[src/rtl/hazard_pkg.sv]
// hazard_pkg: shared definitions for the pipeline hazard controller.
//   SEL_NORMAL / SEL_STALL / SEL_FLUSH : pipeline-register control codes
//   state_e                            : hazard controller FSM states
//   ctrl_t                             : bundled pc_en + per-stage selects
//   load_use_hit()                     : load-use dependency detector
package hazard_pkg;

   localparam logic [1:0] SEL_NORMAL = 2'b00;
   localparam logic [1:0] SEL_STALL  = 2'b01;
   localparam logic [1:0] SEL_FLUSH  = 2'b11;

   typedef enum logic [1:0] {
      S_RUN      = 2'd0,
      S_MEM_WAIT = 2'd1,
      S_ERR      = 2'd2
   } state_e;

   typedef struct packed {
      logic       pc_en;
      logic [1:0] if_id;
      logic [1:0] id_ex;
      logic [1:0] ex_mem;
      logic [1:0] mem_wb;
   } ctrl_t;

   // x0 is hard-wired zero, so a load targeting it never creates a hazard.
   function automatic logic load_use_hit(
      input logic       ex_is_load,
      input logic [4:0] ex_rd,
      input logic [4:0] rs1,
      input logic       rs1_used,
      input logic [4:0] rs2,
      input logic       rs2_used
   );
      return ex_is_load && (ex_rd != 5'd0) &&
             ((rs1_used && (rs1 == ex_rd)) || (rs2_used && (rs2 == ex_rd)));
   endfunction

endpackage

[src/rtl/hazard_ctrl_if.sv]
// hazard_ctrl_if: pipeline-status inputs and pipeline-control outputs of
// the hazard controller.
//   i_id_rs1/i_id_rs2, i_id_rs*_used : ID-stage source operands
//   i_ex_rd, i_ex_is_load            : EX-stage destination / load flag
//   i_ex_br_taken                    : taken branch/jump resolved in EX
//   i_mem_req, i_mem_ack             : MEM-stage access and its completion
//   o_pc_en, o_sel_*                 : PC enable and pipeline-register controls
//   o_mem_err                        : sticky memory-timeout flag
// modport master : the pipeline side (drives status, receives controls)
// modport slave  : the hazard controller
interface hazard_ctrl_if;

   logic [4:0] i_id_rs1;
   logic [4:0] i_id_rs2;
   logic       i_id_rs1_used;
   logic       i_id_rs2_used;
   logic [4:0] i_ex_rd;
   logic       i_ex_is_load;
   logic       i_ex_br_taken;
   logic       i_mem_req;
   logic       i_mem_ack;
   logic       o_pc_en;
   logic [1:0] o_sel_if_id;
   logic [1:0] o_sel_id_ex;
   logic [1:0] o_sel_ex_mem;
   logic [1:0] o_sel_mem_wb;
   logic       o_mem_err;

   modport master (
      output i_id_rs1, i_id_rs2, i_id_rs1_used, i_id_rs2_used,
      output i_ex_rd, i_ex_is_load, i_ex_br_taken, i_mem_req, i_mem_ack,
      input  o_pc_en, o_sel_if_id, o_sel_id_ex, o_sel_ex_mem, o_sel_mem_wb,
      input  o_mem_err
   );

   modport slave (
      input  i_id_rs1, i_id_rs2, i_id_rs1_used, i_id_rs2_used,
      input  i_ex_rd, i_ex_is_load, i_ex_br_taken, i_mem_req, i_mem_ack,
      output o_pc_en, o_sel_if_id, o_sel_id_ex, o_sel_ex_mem, o_sel_mem_wb,
      output o_mem_err
   );

endinterface

[src/rtl/hazard_perf_cnt.sv]
// hazard_perf_cnt: saturating performance counters for the hazard controller.
//   i_clk, i_rst_n   : clock, synchronous active-low reset
//   i_stall          : PC held this cycle
//   i_flush          : branch flush applied this cycle
//   o_stall_cycles   : cycles with the PC held (saturates at all-ones)
//   o_flush_cnt      : branch flushes (saturates at all-ones)
module hazard_perf_cnt (
   input  logic        i_clk,
   input  logic        i_rst_n,
   input  logic        i_stall,
   input  logic        i_flush,
   output logic [31:0] o_stall_cycles,
   output logic [31:0] o_flush_cnt
);

   logic [31:0] stall_q, stall_d;
   logic [31:0] flush_q, flush_d;

   always_comb begin
      stall_d = stall_q;
      flush_d = flush_q;
      if (i_stall && (stall_q != '1)) stall_d = stall_q + 32'd1;
      if (i_flush && (flush_q != '1)) flush_d = flush_q + 32'd1;
   end

   always_ff @(posedge i_clk) begin
      if (!i_rst_n) begin
         stall_q <= '0;
         flush_q <= '0;
      end else begin
         stall_q <= stall_d;
         flush_q <= flush_d;
      end
   end

   assign o_stall_cycles = stall_q;
   assign o_flush_cnt    = flush_q;

endmodule

[src/rtl/hazard_ctrl.sv]
// hazard_ctrl: pipeline hazard controller (memory freeze, branch flush,
// load-use stall, memory timeout).
//   WAIT_MAX          : consecutive S_MEM_WAIT cycles before timeout
//   i_clk, i_rst_n    : clock, synchronous active-low reset
//   bus (slave)       : pipeline status in, pc_en / sel_* / mem_err out
//   o_stall_cycles,
//   o_flush_cnt       : performance counters, present only when the
//                       HAZARD_PERF_CNT_EN macro is defined
module hazard_ctrl
   import hazard_pkg::*;
#(
   parameter int unsigned WAIT_MAX = 64
) (
   input  logic               i_clk,
   input  logic               i_rst_n,
   hazard_ctrl_if.slave       bus
`ifdef HAZARD_PERF_CNT_EN
   ,
   output logic [31:0]        o_stall_cycles,
   output logic [31:0]        o_flush_cnt
`endif
);

   localparam int unsigned    CNT_W    = (WAIT_MAX > 1) ? $clog2(WAIT_MAX) : 1;
   localparam logic [CNT_W-1:0] CNT_LAST = CNT_W'(WAIT_MAX - 1);
   localparam logic [CNT_W-1:0] CNT_ONE  = CNT_W'(1);

   localparam ctrl_t CTRL_RESET  = '{1'b0, SEL_FLUSH,  SEL_FLUSH,  SEL_FLUSH,  SEL_FLUSH};
   localparam ctrl_t CTRL_FREEZE = '{1'b0, SEL_STALL,  SEL_STALL,  SEL_STALL,  SEL_FLUSH};
   localparam ctrl_t CTRL_BRANCH = '{1'b1, SEL_FLUSH,  SEL_FLUSH,  SEL_NORMAL, SEL_NORMAL};
   localparam ctrl_t CTRL_LDUSE  = '{1'b0, SEL_STALL,  SEL_FLUSH,  SEL_NORMAL, SEL_NORMAL};
   localparam ctrl_t CTRL_NORMAL = '{1'b1, SEL_NORMAL, SEL_NORMAL, SEL_NORMAL, SEL_NORMAL};
   localparam ctrl_t CTRL_ERR    = '{1'b0, SEL_STALL,  SEL_STALL,  SEL_STALL,  SEL_STALL};

   state_e           state_q, state_d;
   logic [CNT_W-1:0] wait_cnt_q, wait_cnt_d;
   logic             ld_use;
   logic             mem_stall;
   logic             flush_hit;
   ctrl_t            ctrl;

   assign ld_use = load_use_hit(bus.i_ex_is_load, bus.i_ex_rd,
                                bus.i_id_rs1, bus.i_id_rs1_used,
                                bus.i_id_rs2, bus.i_id_rs2_used);
   assign mem_stall = bus.i_mem_req && !bus.i_mem_ack;

   // State register
   always_ff @(posedge i_clk) begin
      if (!i_rst_n) begin
         state_q    <= S_RUN;
         wait_cnt_q <= '0;
      end else begin
         state_q    <= state_d;
         wait_cnt_q <= wait_cnt_d;
      end
   end

   // Next-state logic; the counter stops at CNT_LAST so it never wraps.
   always_comb begin
      state_d    = state_q;
      wait_cnt_d = wait_cnt_q;
      unique case (state_q)
         S_RUN: begin
            if (mem_stall) begin
               state_d    = S_MEM_WAIT;
               wait_cnt_d = '0;
            end
         end
         S_MEM_WAIT: begin
            if (bus.i_mem_ack) begin
               state_d    = S_RUN;
               wait_cnt_d = '0;
            end else if (wait_cnt_q == CNT_LAST) begin
               state_d = S_ERR;
            end else begin
               wait_cnt_d = wait_cnt_q + CNT_ONE;
            end
         end
         S_ERR:   state_d = S_ERR;
         default: state_d = S_RUN;
      endcase
   end

   // Mealy outputs. Reset overrides everything so no stale stall survives it.
   always_comb begin
      ctrl          = CTRL_NORMAL;
      flush_hit     = 1'b0;
      bus.o_mem_err = 1'b0;
      if (!i_rst_n) begin
         ctrl = CTRL_RESET;
      end else begin
         unique case (state_q)
            S_RUN, S_MEM_WAIT: begin
               // In S_MEM_WAIT the access is still outstanding, so only ack matters.
               if ((state_q == S_RUN) ? mem_stall : !bus.i_mem_ack) begin
                  ctrl = CTRL_FREEZE;
               end else if (bus.i_ex_br_taken) begin
                  ctrl      = CTRL_BRANCH;
                  flush_hit = 1'b1;
               end else if (ld_use) begin
                  ctrl = CTRL_LDUSE;
               end else begin
                  ctrl = CTRL_NORMAL;
               end
            end
            S_ERR: begin
               ctrl          = CTRL_ERR;
               bus.o_mem_err = 1'b1;
            end
            default: ctrl = CTRL_RESET;
         endcase
      end
   end

   assign bus.o_pc_en      = ctrl.pc_en;
   assign bus.o_sel_if_id  = ctrl.if_id;
   assign bus.o_sel_id_ex  = ctrl.id_ex;
   assign bus.o_sel_ex_mem = ctrl.ex_mem;
   assign bus.o_sel_mem_wb = ctrl.mem_wb;

`ifdef HAZARD_PERF_CNT_EN
   hazard_perf_cnt u_perf_cnt (
      .i_clk          (i_clk),
      .i_rst_n        (i_rst_n),
      .i_stall        (!ctrl.pc_en),
      .i_flush        (flush_hit),
      .o_stall_cycles (o_stall_cycles),
      .o_flush_cnt    (o_flush_cnt)
   );
`else
   logic unused_flush;
   assign unused_flush = flush_hit;
`endif

endmodule
[src/flat_wrapper.sv]
// flat-port wrapper written by rule: the top's interface ports become plain ports
module hazard_ctrl_flat import hazard_pkg::*;
#(
   parameter int unsigned WAIT_MAX = 64
)
  (i_clk, i_rst_n, bus_i_id_rs1, bus_i_id_rs2, bus_i_id_rs1_used, bus_i_id_rs2_used, bus_i_ex_rd, bus_i_ex_is_load, bus_i_ex_br_taken, bus_i_mem_req, bus_i_mem_ack, bus_o_pc_en, bus_o_sel_if_id, bus_o_sel_id_ex, bus_o_sel_ex_mem, bus_o_sel_mem_wb, bus_o_mem_err);
  hazard_ctrl_if bus_i ();
  input  logic i_clk;
  input  logic i_rst_n;
  input wire logic [$bits(bus_i.i_id_rs1)-1:0] bus_i_id_rs1;
  input wire logic [$bits(bus_i.i_id_rs2)-1:0] bus_i_id_rs2;
  input wire logic [$bits(bus_i.i_id_rs1_used)-1:0] bus_i_id_rs1_used;
  input wire logic [$bits(bus_i.i_id_rs2_used)-1:0] bus_i_id_rs2_used;
  input wire logic [$bits(bus_i.i_ex_rd)-1:0] bus_i_ex_rd;
  input wire logic [$bits(bus_i.i_ex_is_load)-1:0] bus_i_ex_is_load;
  input wire logic [$bits(bus_i.i_ex_br_taken)-1:0] bus_i_ex_br_taken;
  input wire logic [$bits(bus_i.i_mem_req)-1:0] bus_i_mem_req;
  input wire logic [$bits(bus_i.i_mem_ack)-1:0] bus_i_mem_ack;
  output wire logic [$bits(bus_i.o_pc_en)-1:0] bus_o_pc_en;
  output wire logic [$bits(bus_i.o_sel_if_id)-1:0] bus_o_sel_if_id;
  output wire logic [$bits(bus_i.o_sel_id_ex)-1:0] bus_o_sel_id_ex;
  output wire logic [$bits(bus_i.o_sel_ex_mem)-1:0] bus_o_sel_ex_mem;
  output wire logic [$bits(bus_i.o_sel_mem_wb)-1:0] bus_o_sel_mem_wb;
  output wire logic [$bits(bus_i.o_mem_err)-1:0] bus_o_mem_err;
  assign bus_i.i_id_rs1 = bus_i_id_rs1;
  assign bus_i.i_id_rs2 = bus_i_id_rs2;
  assign bus_i.i_id_rs1_used = bus_i_id_rs1_used;
  assign bus_i.i_id_rs2_used = bus_i_id_rs2_used;
  assign bus_i.i_ex_rd = bus_i_ex_rd;
  assign bus_i.i_ex_is_load = bus_i_ex_is_load;
  assign bus_i.i_ex_br_taken = bus_i_ex_br_taken;
  assign bus_i.i_mem_req = bus_i_mem_req;
  assign bus_i.i_mem_ack = bus_i_mem_ack;
  assign bus_o_pc_en = bus_i.o_pc_en;
  assign bus_o_sel_if_id = bus_i.o_sel_if_id;
  assign bus_o_sel_id_ex = bus_i.o_sel_id_ex;
  assign bus_o_sel_ex_mem = bus_i.o_sel_ex_mem;
  assign bus_o_sel_mem_wb = bus_i.o_sel_mem_wb;
  assign bus_o_mem_err = bus_i.o_mem_err;
  hazard_ctrl #(.WAIT_MAX(WAIT_MAX)) u_core (.i_clk(i_clk), .i_rst_n(i_rst_n), .bus(bus_i));
endmodule
[config.mk]
export PLATFORM = sky130hd
export DESIGN_NAME = hazard_ctrl_flat
export DESIGN_NICKNAME = d
export VERILOG_FILES = /design/src/rtl/hazard_pkg.sv /design/src/rtl/hazard_ctrl_if.sv /design/src/rtl/hazard_perf_cnt.sv /design/src/rtl/hazard_ctrl.sv /design/src/flat_wrapper.sv
export SDC_FILE = /design/constraint.sdc
export NUM_CORES = 1
export LEC_CHECK = 0
export ABC_CLOCK_PERIOD_IN_PS = 2500
export BUFFER_PORTS_ARGS = -buffer_cell sky130_fd_sc_hd__buf_2
export CORE_UTILIZATION = 47
export DETAILED_ROUTE_END_ITERATION = 8
export GPL_TIMING_DRIVEN = 0
export PLACE_DENSITY_LB_ADDON = 0.08
export SLEW_MARGIN = 20
export SYNTH_ARGS = -nofsm -noshare
export SYNTH_HDL_FRONTEND = slang
export SYNTH_SLANG_ARGS = --single-unit
[constraint.sdc]
create_clock -name i_clk -period 2.5 [get_ports i_clk]
set_clock_uncertainty 0.05 [all_clocks]
set_input_delay 0.375 -clock i_clk [delete_from_list [all_inputs] [get_ports i_clk]]
set_output_delay 0.375 -clock i_clk [all_outputs]
set_load 0.01 [all_outputs]
==> results.sh, run 1 <==
export IMPL_slowest_delay_ns=0.52
export IMPL_worst_slack_ns=0.289
export IMPL_finalHoldViolCount=0
export IMPL_slew_headroom_pct=72.6
export IMPL_grt_max_degree=11
export IMPL_numPortBuffers=31
export IMPL_grt_pass1_wl_um=2590
export IMPL_synth_area_leader_cell="dfxtp_1"
export IMPL_setup_violations_final=0
export IMPL_pre_cts_ws_ns=0.263
export IMPL_tightest_slew_ns=0.411
export IMPL_drv_slew=0
export IMPL_switching_power_uw=88.3
export IMPL_rsz0062_at_grt="false"
export IMPL_areaGrowthSynthToFinish_pct=29.7
export IMPL_cp_slowest_cell="or4_1"
export IMPL_yosys_most_used_dff="dfxtp_1"
export IMPL_wirelength_um=1540
export IMPL_crit_arrival_ns=1.79
export IMPL_vias=747
export IMPL_combPwrFrac_pct=26.6
export IMPL_period_share_pct=88.4
export IMPL_finalCriticalPeriod_ns=2.21
export IMPL_crit_chain="buf_2 -> or4_1 -> o21ai_0 -> o2111ai_1 -> buf_4 -> buf_2"
export IMPL_layout_nets=147
export IMPL_critPathMostFrequentCell="buf_2"
export IMPL_min_path_cells=3
export IMPL_instances_no_fill=136
export IMPL_syn_nets=111
export IMPL_ys_types=32
export IMPL_antenna_found_initial=0
export IMPL_seq_area_frac_synth_pct=24.2
export IMPL_cts_buffer_depth=2
export IMPL_die_area_um2=1560
export IMPL_io_pin_count=33
export IMPL_switching_share_pct=28.3
export IMPL_clockPowerShare_pct=31.7
export IMPL_syn_area_um2=661
export IMPL_setup_tns_ns=0
export IMPL_core_um2=1300
export IMPL_ys_seq_elements=8
export IMPL_cts_buffers=3
export IMPL_postLayoutCoreUtil_pct=65.9
export IMPL_pwr_density_cell_nw_per_um2=364
export IMPL_antenna_left=0
export IMPL_synth_common_cells="a21oi_1 (8), dfxtp_1 (8), xor2_1 (8), inv_1 (6), nand2_1 (6)"
export IMPL_vias_per_cell=5.49
export IMPL_synth_top_area_share_pct=24.2
export IMPL_die_x_um=39.5
export IMPL_htreeDepth=1
export IMPL_worstHoldStart="bus_i_mem_req"
export IMPL_overflow=0
export IMPL_outcome="finished clean"
export IMPL_antenna_cells=0
export IMPL_p_leak_nw=0.366
export IMPL_path_max_fanout=3
export IMPL_drc=0
export IMPL_rrSetupSlack_ns=0.89
export IMPL_async_flop_share_pct=0
export IMPL_start_kind="primary input"
export IMPL_synth_area_leaders="dfxtp_1 (24%), xor2_1 (11%), a21oi_1 (6.1%), o31ai_1 (4.5%), or4_1 (4.5%)"
export IMPL_place_inst=133
export IMPL_routedWlPerCell_um=11.3
export IMPL_die_height_um=39.5
export IMPL_syn_inst=87
export IMPL_yosys_warnings=0
export IMPL_rows=13
export IMPL_vdd_drop_max_v=0.000170
export IMPL_p_int_uw=224
export IMPL_postCtsSetupBuffers=0
export IMPL_ctsHoldBuffers=0
export IMPL_routabilityCongestion=0.733
export IMPL_path_class="in -> out"
export IMPL_dr_pass1_iters=2
export IMPL_r2r_start="u_core.wait_cnt_q[0]"
export IMPL_grt_total_usage_pct=24.8
export IMPL_worst_hold_path_endpoint="u_core.state_q[0]"
export IMPL_syn_avg_cell_area_um2=7.59
export IMPL_hold_ws_ns=0.416
export IMPL_worst_skew_pair_late_latency_ns=0.26
export IMPL_cts_sinks=8
export IMPL_layout_drive_gt1_share_pct=31.4
export IMPL_hpwl_um=1260
export IMPL_hp_class="in -> reg"
export IMPL_ff2ff_path_depth=5
export IMPL_grt_pass1_vias=654
export IMPL_r2r_end="u_core.wait_cnt_q[3]"
export IMPL_endpoint_kind="primary output"
export IMPL_path_clk_slew_ns=0.06
export IMPL_tritoncts="yes"
export IMPL_cts_root_buf="clkbuf_4"
export IMPL_start_util_pct=50.8
export IMPL_synth_edff_count=0
export IMPL_cap_viol_max_count=0
export IMPL_cts_resized=0
export IMPL_first_iter_violations=8
export IMPL_seqPwrFrac_pct=41.7
export IMPL_cp_required_ns=2.08
export IMPL_max_freq_ghz=0.452
[power groups by stage]
stage	logic (mW)	clock network [mW]	registers [mW]
after detailed placement	0.0832	0	0.133
after floorplan	0.0464	0	0.133
after CTS	0.0837	0.101	0.130
after global routing	0.0935	0.107	0.130
final	0.0830	0.0988	0.130
after global placement	0.0811	0	0.133
[worst max-delay path by stage]
stage	cells after the start	endpoint	slack [ns]	start
2_1_floorplan	4	bus_o_sel_if_id[0]	0.52	bus_i_ex_rd[1]
3_3_place_gp	6	bus_o_sel_if_id[0]	0.32	bus_i_ex_rd[1]
3_5_place_dp	6	bus_o_sel_if_id[0]	0.26	bus_i_ex_rd[1]
4_1_cts	6	bus_o_sel_if_id[0]	0.27	bus_i_ex_rd[1]
5_1_grt	6	bus_o_sel_if_id[0]	0.15	bus_i_ex_rd[1]
6_report	6	bus_o_sel_if_id[0]	0.29	bus_i_ex_rd[1]
[critical path, delay by kind of cell]
family | cells | cell delay [ns]
buffers and inverters | 3 | 0.42
AO/OA/AOI/OAI | 2 | 0.48
AND/OR/NAND/NOR | 1 | 0.52
[flip-flops by register name, indices dropped and copies added (netlist names)]
signal / flops
u_core.wait_cnt_q: 6
u_core.state_q: 2
[cell families after synthesis]
logic type                 count (synthesis)  share of synthesized area, %
muxes                                      1                          1.52
AOI/OAI and AO/OA                         23                          22.7
DFF                                        8                          24.2
and+or+nand+nor                           33                          28.8
buffers and inverters                     11                          7.57
xor gates and xnor gates                  10                          13.3
adders and majority gates                  1                          1.89
[stage by stage]
stage	instance area, um2	total power [mW]
4_1_cts	857	0.315
3_3_place_gp	835	0.214
5_1_grt	857	0.330
3_5_place_dp	835	0.216
2_1_floorplan	661	0.179
6_report	857	0.312
[per-layer routing]
layer  global-route usage (%)  vias to the layer above  routed length, um
met3                     5.11                        5                 70
met4                     12.9                        0                 25
met1                     28.1                      328                673
li1                         -                      388                  -
met2                     42.6                       26                768
met5                        0                        -                  0
[placed cells by master (no fill, tap or decap), types with 3 or more instances in the layout]
cell,n
a21oi_1,8
buf_2,32
clkbuf_4,3
dfxtp_1,8
inv_1,6
nand2_1,6
nand3_1,5
nor2_1,3
nor4_1,3
o21ai_0,5
o31ai_1,4
or4_1,4
xor2_1,8
[layout make-up]
class	count	area [um2]
tap	15	18.8
buffer	5	27.5
fill	130	444
timing repair buffer	31	155
multi-input combinational	68	450
clock buffer	3	22.5
sequential	8	160
inverter	6	22.5
Note: power is estimated with default switching activity, not from simulation.
==> inputs of run 2 (changes only) <==
Settings changed: ABC_CLOCK_PERIOD_IN_PS 2500 to not set, MAX_ROUTING_LAYER set to met4.
==> results.sh, run 2 (same netlist as run 1, synthesis figures left out) <==
export IMPL_outcome="finished clean"
export IMPL_cp_required_ns=2.08
export IMPL_max_freq_ghz=0.452
export IMPL_io_pin_count=33
export IMPL_largest_reg_flops=6
export IMPL_postCtsSetupBuffers=0
export IMPL_regMostFlops="u_core.wait_cnt_q"
export IMPL_path_clk_slew_ns=0.06
export IMPL_critPathMostFrequentCell="buf_2"
export IMPL_layout_commonest_cell="buf_2"
export IMPL_slowest_delay_ns=0.52
export IMPL_drv_slew=0
export IMPL_rsz0062_at_grt="false"
export IMPL_tritoncts="yes"
export IMPL_routedWlPerCell_um=11.3
export IMPL_start_kind="primary input"
export IMPL_layout_nets=147
export IMPL_grt_max_degree=11
export IMPL_p_total_uw=312
export IMPL_postLayoutCoreUtil_pct=65.9
export IMPL_antenna_found_initial=0
export IMPL_crit_chain="buf_2 -> or4_1 -> o21ai_0 -> o2111ai_1 -> buf_4 -> buf_2"
export IMPL_cts_buffers=3
export IMPL_rrSetupSlack_ns=0.89
export IMPL_numPortBuffers=31
export IMPL_grt_busiest_layer="met2"
export IMPL_grt_total_usage_pct=25.4
export IMPL_finalCriticalPeriod_ns=2.21
export IMPL_use_met2_pct=42.6
export IMPL_areaGrowthSynthToFinish_pct=29.7
export IMPL_dr_pass1_iters=2
export IMPL_fill_cells=130
export IMPL_drc=0
export IMPL_slew_headroom_pct=72.6
export IMPL_crit_arrival_ns=1.79
export IMPL_vias=747
export IMPL_worstHoldStart="bus_i_mem_req"
export IMPL_reg_largest_list="u_core.wait_cnt_q: 6 flops, u_core.state_q: 2 flops"
export IMPL_r2r_end="u_core.wait_cnt_q[3]"
export IMPL_start_util_pct=50.8
export IMPL_ctsHoldBuffers=0
export IMPL_cts_sinks=8
export IMPL_cts_root_buf="clkbuf_4"
export IMPL_cp_top_family="simple AND/OR/NAND/NOR gates"
export IMPL_setup_violations_final=0
export IMPL_vias_per_cell=5.49
export IMPL_final_cell_mix="buf_2 (32), a21oi_1 (8), xor2_1 (8), dfxtp_1 (8)"
export IMPL_endpoint_kind="primary output"
export IMPL_first_iter_violations=8
export IMPL_antenna_cells=0
export IMPL_p_leak_nw=0.366
export IMPL_path_class="in -> out"
export IMPL_period_share_pct=88.5
export IMPL_finalHoldViolCount=0
export IMPL_cp_slowest_cell="or4_1"
export IMPL_cts_resized=0
export IMPL_ff2ff_path_depth=5
export IMPL_r2r_start="u_core.wait_cnt_q[0]"
export IMPL_overflow=0
export IMPL_grt_util_met1_pct=28.1
export IMPL_setup_tns_ns=0
export IMPL_tightest_slew_ns=0.411
export IMPL_core_um2=1300
export IMPL_htreeDepth=1
export IMPL_hp_class="in -> reg"
export IMPL_grt_pass1_vias=652
export IMPL_die_x_um=39.5
export IMPL_hpwl_um=1260
export IMPL_worst_hold_path_endpoint="u_core.state_q[0]"
export IMPL_cp_num_buf_inv=3
export IMPL_pwr_density_cell_nw_per_um2=364
export IMPL_path_max_fanout=3
export IMPL_cts_buffer_depth=2
export IMPL_layout_drive_gt1_share_pct=31.4
export IMPL_vdd_drop_max_v=0.000170
export IMPL_min_path_cells=3
export IMPL_grt_pass1_wl_um=2590
export IMPL_wirelength_um=1540
export IMPL_die_height_um=39.5
export IMPL_antenna_left=0
export IMPL_routabilityCongestion=0.741
export IMPL_grt_use_met3_pct=5.11
export IMPL_rows=13
export IMPL_worst_skew_pair_late_latency_ns=0.26
export IMPL_cap_viol_max_count=0
export IMPL_die_area_um2=1560
==> run 2: cell counts in the layout (fill, tap and decap cells not counted) <==
No cell type changed its count.
==> run 2: final cells by class <==
cell class,instances,area [um2],area share [%]
Buffer,5,27.5,3.21
Clock buffer,3,22.5,2.63
Inverter,6,22.5,2.63
Multi-Input combinational cell,68,450,52.6
Sequential cell,8,160,18.7
Tap cell,15,18.8,2.19
Timing Repair Buffer,31,155,18.1
==> run 2: where the power goes <==
group	switching, mW	internal, mW
logic	0.0432	0.0398
clock network	0.0439	0.0549
registers	0.00117	0.129
total	0.0883	0.224
==> run 2: per-stage QoR <==
step / setup slack (ns) / area [um2] / instances / hold slack [ns]
CTS: 0.268 / 857 / 136 / 0.415
detailed placement: 0.263 / 835 / 133 / 0.451
global route: 0.153 / 857 / 136 / 0.448
global placement: 0.324 / 835 / 133 / 0.441
finish: 0.288 / 857 / 136 / 0.416
floorplan: 0.524 / 661 / 87 / 0.417
==> run 2: how the worst max path moves through the flow <==
stage                   start                  to  slack, ns  cells after the start
2_1_floorplan  bus_i_ex_rd[1]  bus_o_sel_if_id[0]       0.52                      4
3_3_place_gp   bus_i_ex_rd[1]  bus_o_sel_if_id[0]       0.32                      6
3_5_place_dp   bus_i_ex_rd[1]  bus_o_sel_if_id[0]       0.26                      6
4_1_cts        bus_i_ex_rd[1]  bus_o_sel_if_id[0]       0.27                      6
5_1_grt        bus_i_ex_rd[1]  bus_o_sel_if_id[0]       0.15                      6
6_report       bus_i_ex_rd[1]  bus_o_sel_if_id[0]       0.29                      6
==> run 2: worst min-delay path: stages <==
cell and delay [ns]:
buf_2 0.11, nor2_1 0.13, a211oi_1 0.06
==> run 2: per-layer routing <==
| metal | share of wire (%) | up-vias | routed length (um) |
|---|---|---|---|
| met4 | 1.6 | 0 | 25 |
| met5 | 0 | - | 0 |
| li1 | - | 388 | - |
| met3 | 4.6 | 5 | 70 |
| met2 | 50 | 26 | 768 |
| met1 | 44 | 328 | 673 |
==> inputs of run 3 (changes only) <==
--- a/constraint.sdc
+++ b/constraint.sdc
@@ -4,2 +4,2 @@
 set_output_delay 0.375 -clock i_clk [all_outputs]
-set_load 0.01 [all_outputs]
+set_load 0.05 [all_outputs]
==> results.sh, run 3 (same netlist as run 1, synthesis figures left out) <==
export IMPL_cp_top_family="compound AO/OA/AOI/OAI gates"
export IMPL_die_height_um=39.5
export IMPL_wirelength_um=1540
export IMPL_crit_chain="buf_2 -> or4_1 -> o21ai_0 -> o2111ai_2 -> buf_4 -> buf_2"
export IMPL_path_class="in -> out"
export IMPL_final_cell_mix="buf_2 (32), a21oi_1 (8), xor2_1 (8), dfxtp_1 (8)"
export IMPL_die_x_um=39.5
export IMPL_pwr_density_cell_nw_per_um2=397
export IMPL_antenna_cells=0
export IMPL_tritoncts="yes"
export IMPL_post_route_cell_area_um2=868
export IMPL_largest_reg_flops=6
export IMPL_vdd_drop_max_v=0.000209
export IMPL_setup_tns_ns=0
export IMPL_reg_largest_list="u_core.wait_cnt_q: 6 flops, u_core.state_q: 2 flops"
export IMPL_regMostFlops="u_core.wait_cnt_q"
export IMPL_hold_ws_ns=0.418
export IMPL_period_share_pct=93.4
export IMPL_place_area_um2=846
export IMPL_path_clk_slew_ns=0.05
export IMPL_grt_total_usage_pct=23.2
export IMPL_numPortBuffers=31
export IMPL_finalCriticalPeriod_ns=2.34
export IMPL_first_iter_violations=6
export IMPL_antenna_found_initial=0
export IMPL_pre_cts_ws_ns=0.138
export IMPL_vias_per_cell=5.41
export IMPL_cap_viol_max_count=0
export IMPL_layout_drive_gt1_share_pct=33.1
export IMPL_grt_pass1_wl_um=2400
export IMPL_io_pin_count=33
export IMPL_wl_met2_um=767
export IMPL_start_kind="primary input"
export IMPL_hpwl_um=1230
export IMPL_grt_max_degree=11
export IMPL_cts_buffers=3
export IMPL_path_max_fanout=3
export IMPL_worst_slack_ns=0.164
export IMPL_rsz0062_at_grt="false"
export IMPL_setup_violations_final=0
export IMPL_cts_buffer_depth=2
export IMPL_dr_pass1_iters=2
export IMPL_vias=736
export IMPL_start_util_pct=50.8
export IMPL_met1_length_um=697
export IMPL_cp_required_ns=2.08
export IMPL_outcome="finished clean"
export IMPL_grt_pass1_vias=616
export IMPL_areaGrowthSynthToFinish_pct=31.4
export IMPL_route_met3_wl_um=49
export IMPL_crit_arrival_ns=1.91
export IMPL_tightest_slew_ns=0.441
export IMPL_endpoint_kind="primary output"
export IMPL_ctsHoldBuffers=0
export IMPL_cts_resized=0
export IMPL_routedWlPerCell_um=11.3
export IMPL_drv_slew=0
export IMPL_postCtsSetupBuffers=0
export IMPL_cp_num_buf_inv=3
export IMPL_hp_class="in -> reg"
export IMPL_cts_sinks=8
export IMPL_core_um2=1300
export IMPL_finalHoldViolCount=0
export IMPL_slew_headroom_pct=70.3
export IMPL_cp_slowest_cell="or4_1"
export IMPL_p_leak_nw=0.368
export IMPL_rows=13
export IMPL_worst_skew_pair_late_latency_ns=0.26
export IMPL_max_freq_ghz=0.428
export IMPL_routabilityCongestion=0.750
export IMPL_cts_root_buf="clkbuf_4"
export IMPL_slowest_delay_ns=0.52
export IMPL_drc=0
export IMPL_layout_nets=147
export IMPL_antenna_left=0
export IMPL_dr_max_layer_used="met4"
export IMPL_htreeDepth=1
export IMPL_critPathMostFrequentCell="buf_2"
export IMPL_die_area_um2=1560
export IMPL_layout_commonest_cell="buf_2"
export IMPL_overflow=0
-- run 3: worst min-delay path: stages --
cell and delay, ns:
buf_2 0.12, nor2_1 0.13, a211oi_1 0.06
-- run 3: worst paths after layout --
path | to | cells past startpoint | slack [ns] | from
worst max-delay path | bus_o_sel_if_id[0] | 6 | 0.16 | bus_i_ex_rd[1]
worst min-delay path | u_core.state_q[0] | 3 | 0.42 | bus_i_mem_req
worst min register to register | u_core.wait_cnt_q[3] | 2 | 0.46 | u_core.wait_cnt_q[3]
worst max register to register | u_core.wait_cnt_q[3] | 5 | 0.88 | u_core.wait_cnt_q[0]
-- run 3: report_power, final --
part | switching [mW] | internal (mW) | leakage [nW]
sequential | 0.00120 | 0.129 | 0.0646
clock | 0.0448 | 0.0550 | 0.0138
combinational | 0.0743 | 0.0406 | 0.289
-- run 3: stage by stage --
stage | utilization [%] | total power, mW | instances
floorplan | - | 0.211 | 87
global placement | 65.0 | 0.246 | 133
detailed placement | 65.0 | 0.248 | 133
CTS | 66.7 | 0.351 | 136
global route | 66.7 | 0.365 | 136
finish | 66.7 | 0.345 | 136
-- run 3: area by class of cell --
| cell class | count | area [um2] |
|---|---|---|
| tap | 15 | 18.8 |
| multi-input combinational | 68 | 462 |
| fill | 119 | 433 |
| clock buffer | 3 | 22.5 |
| buffer | 5 | 27.5 |
| timing repair buffer | 31 | 155 |
| inverter | 6 | 22.5 |
| sequential | 8 | 160 |
-- run 3: per-layer routing --
metal	up-vias	global-route usage [%]
met4	0	12.9
li1	390	-
met2	23	41.4
met3	4	3.41
met5	-	-
met1	319	24.1
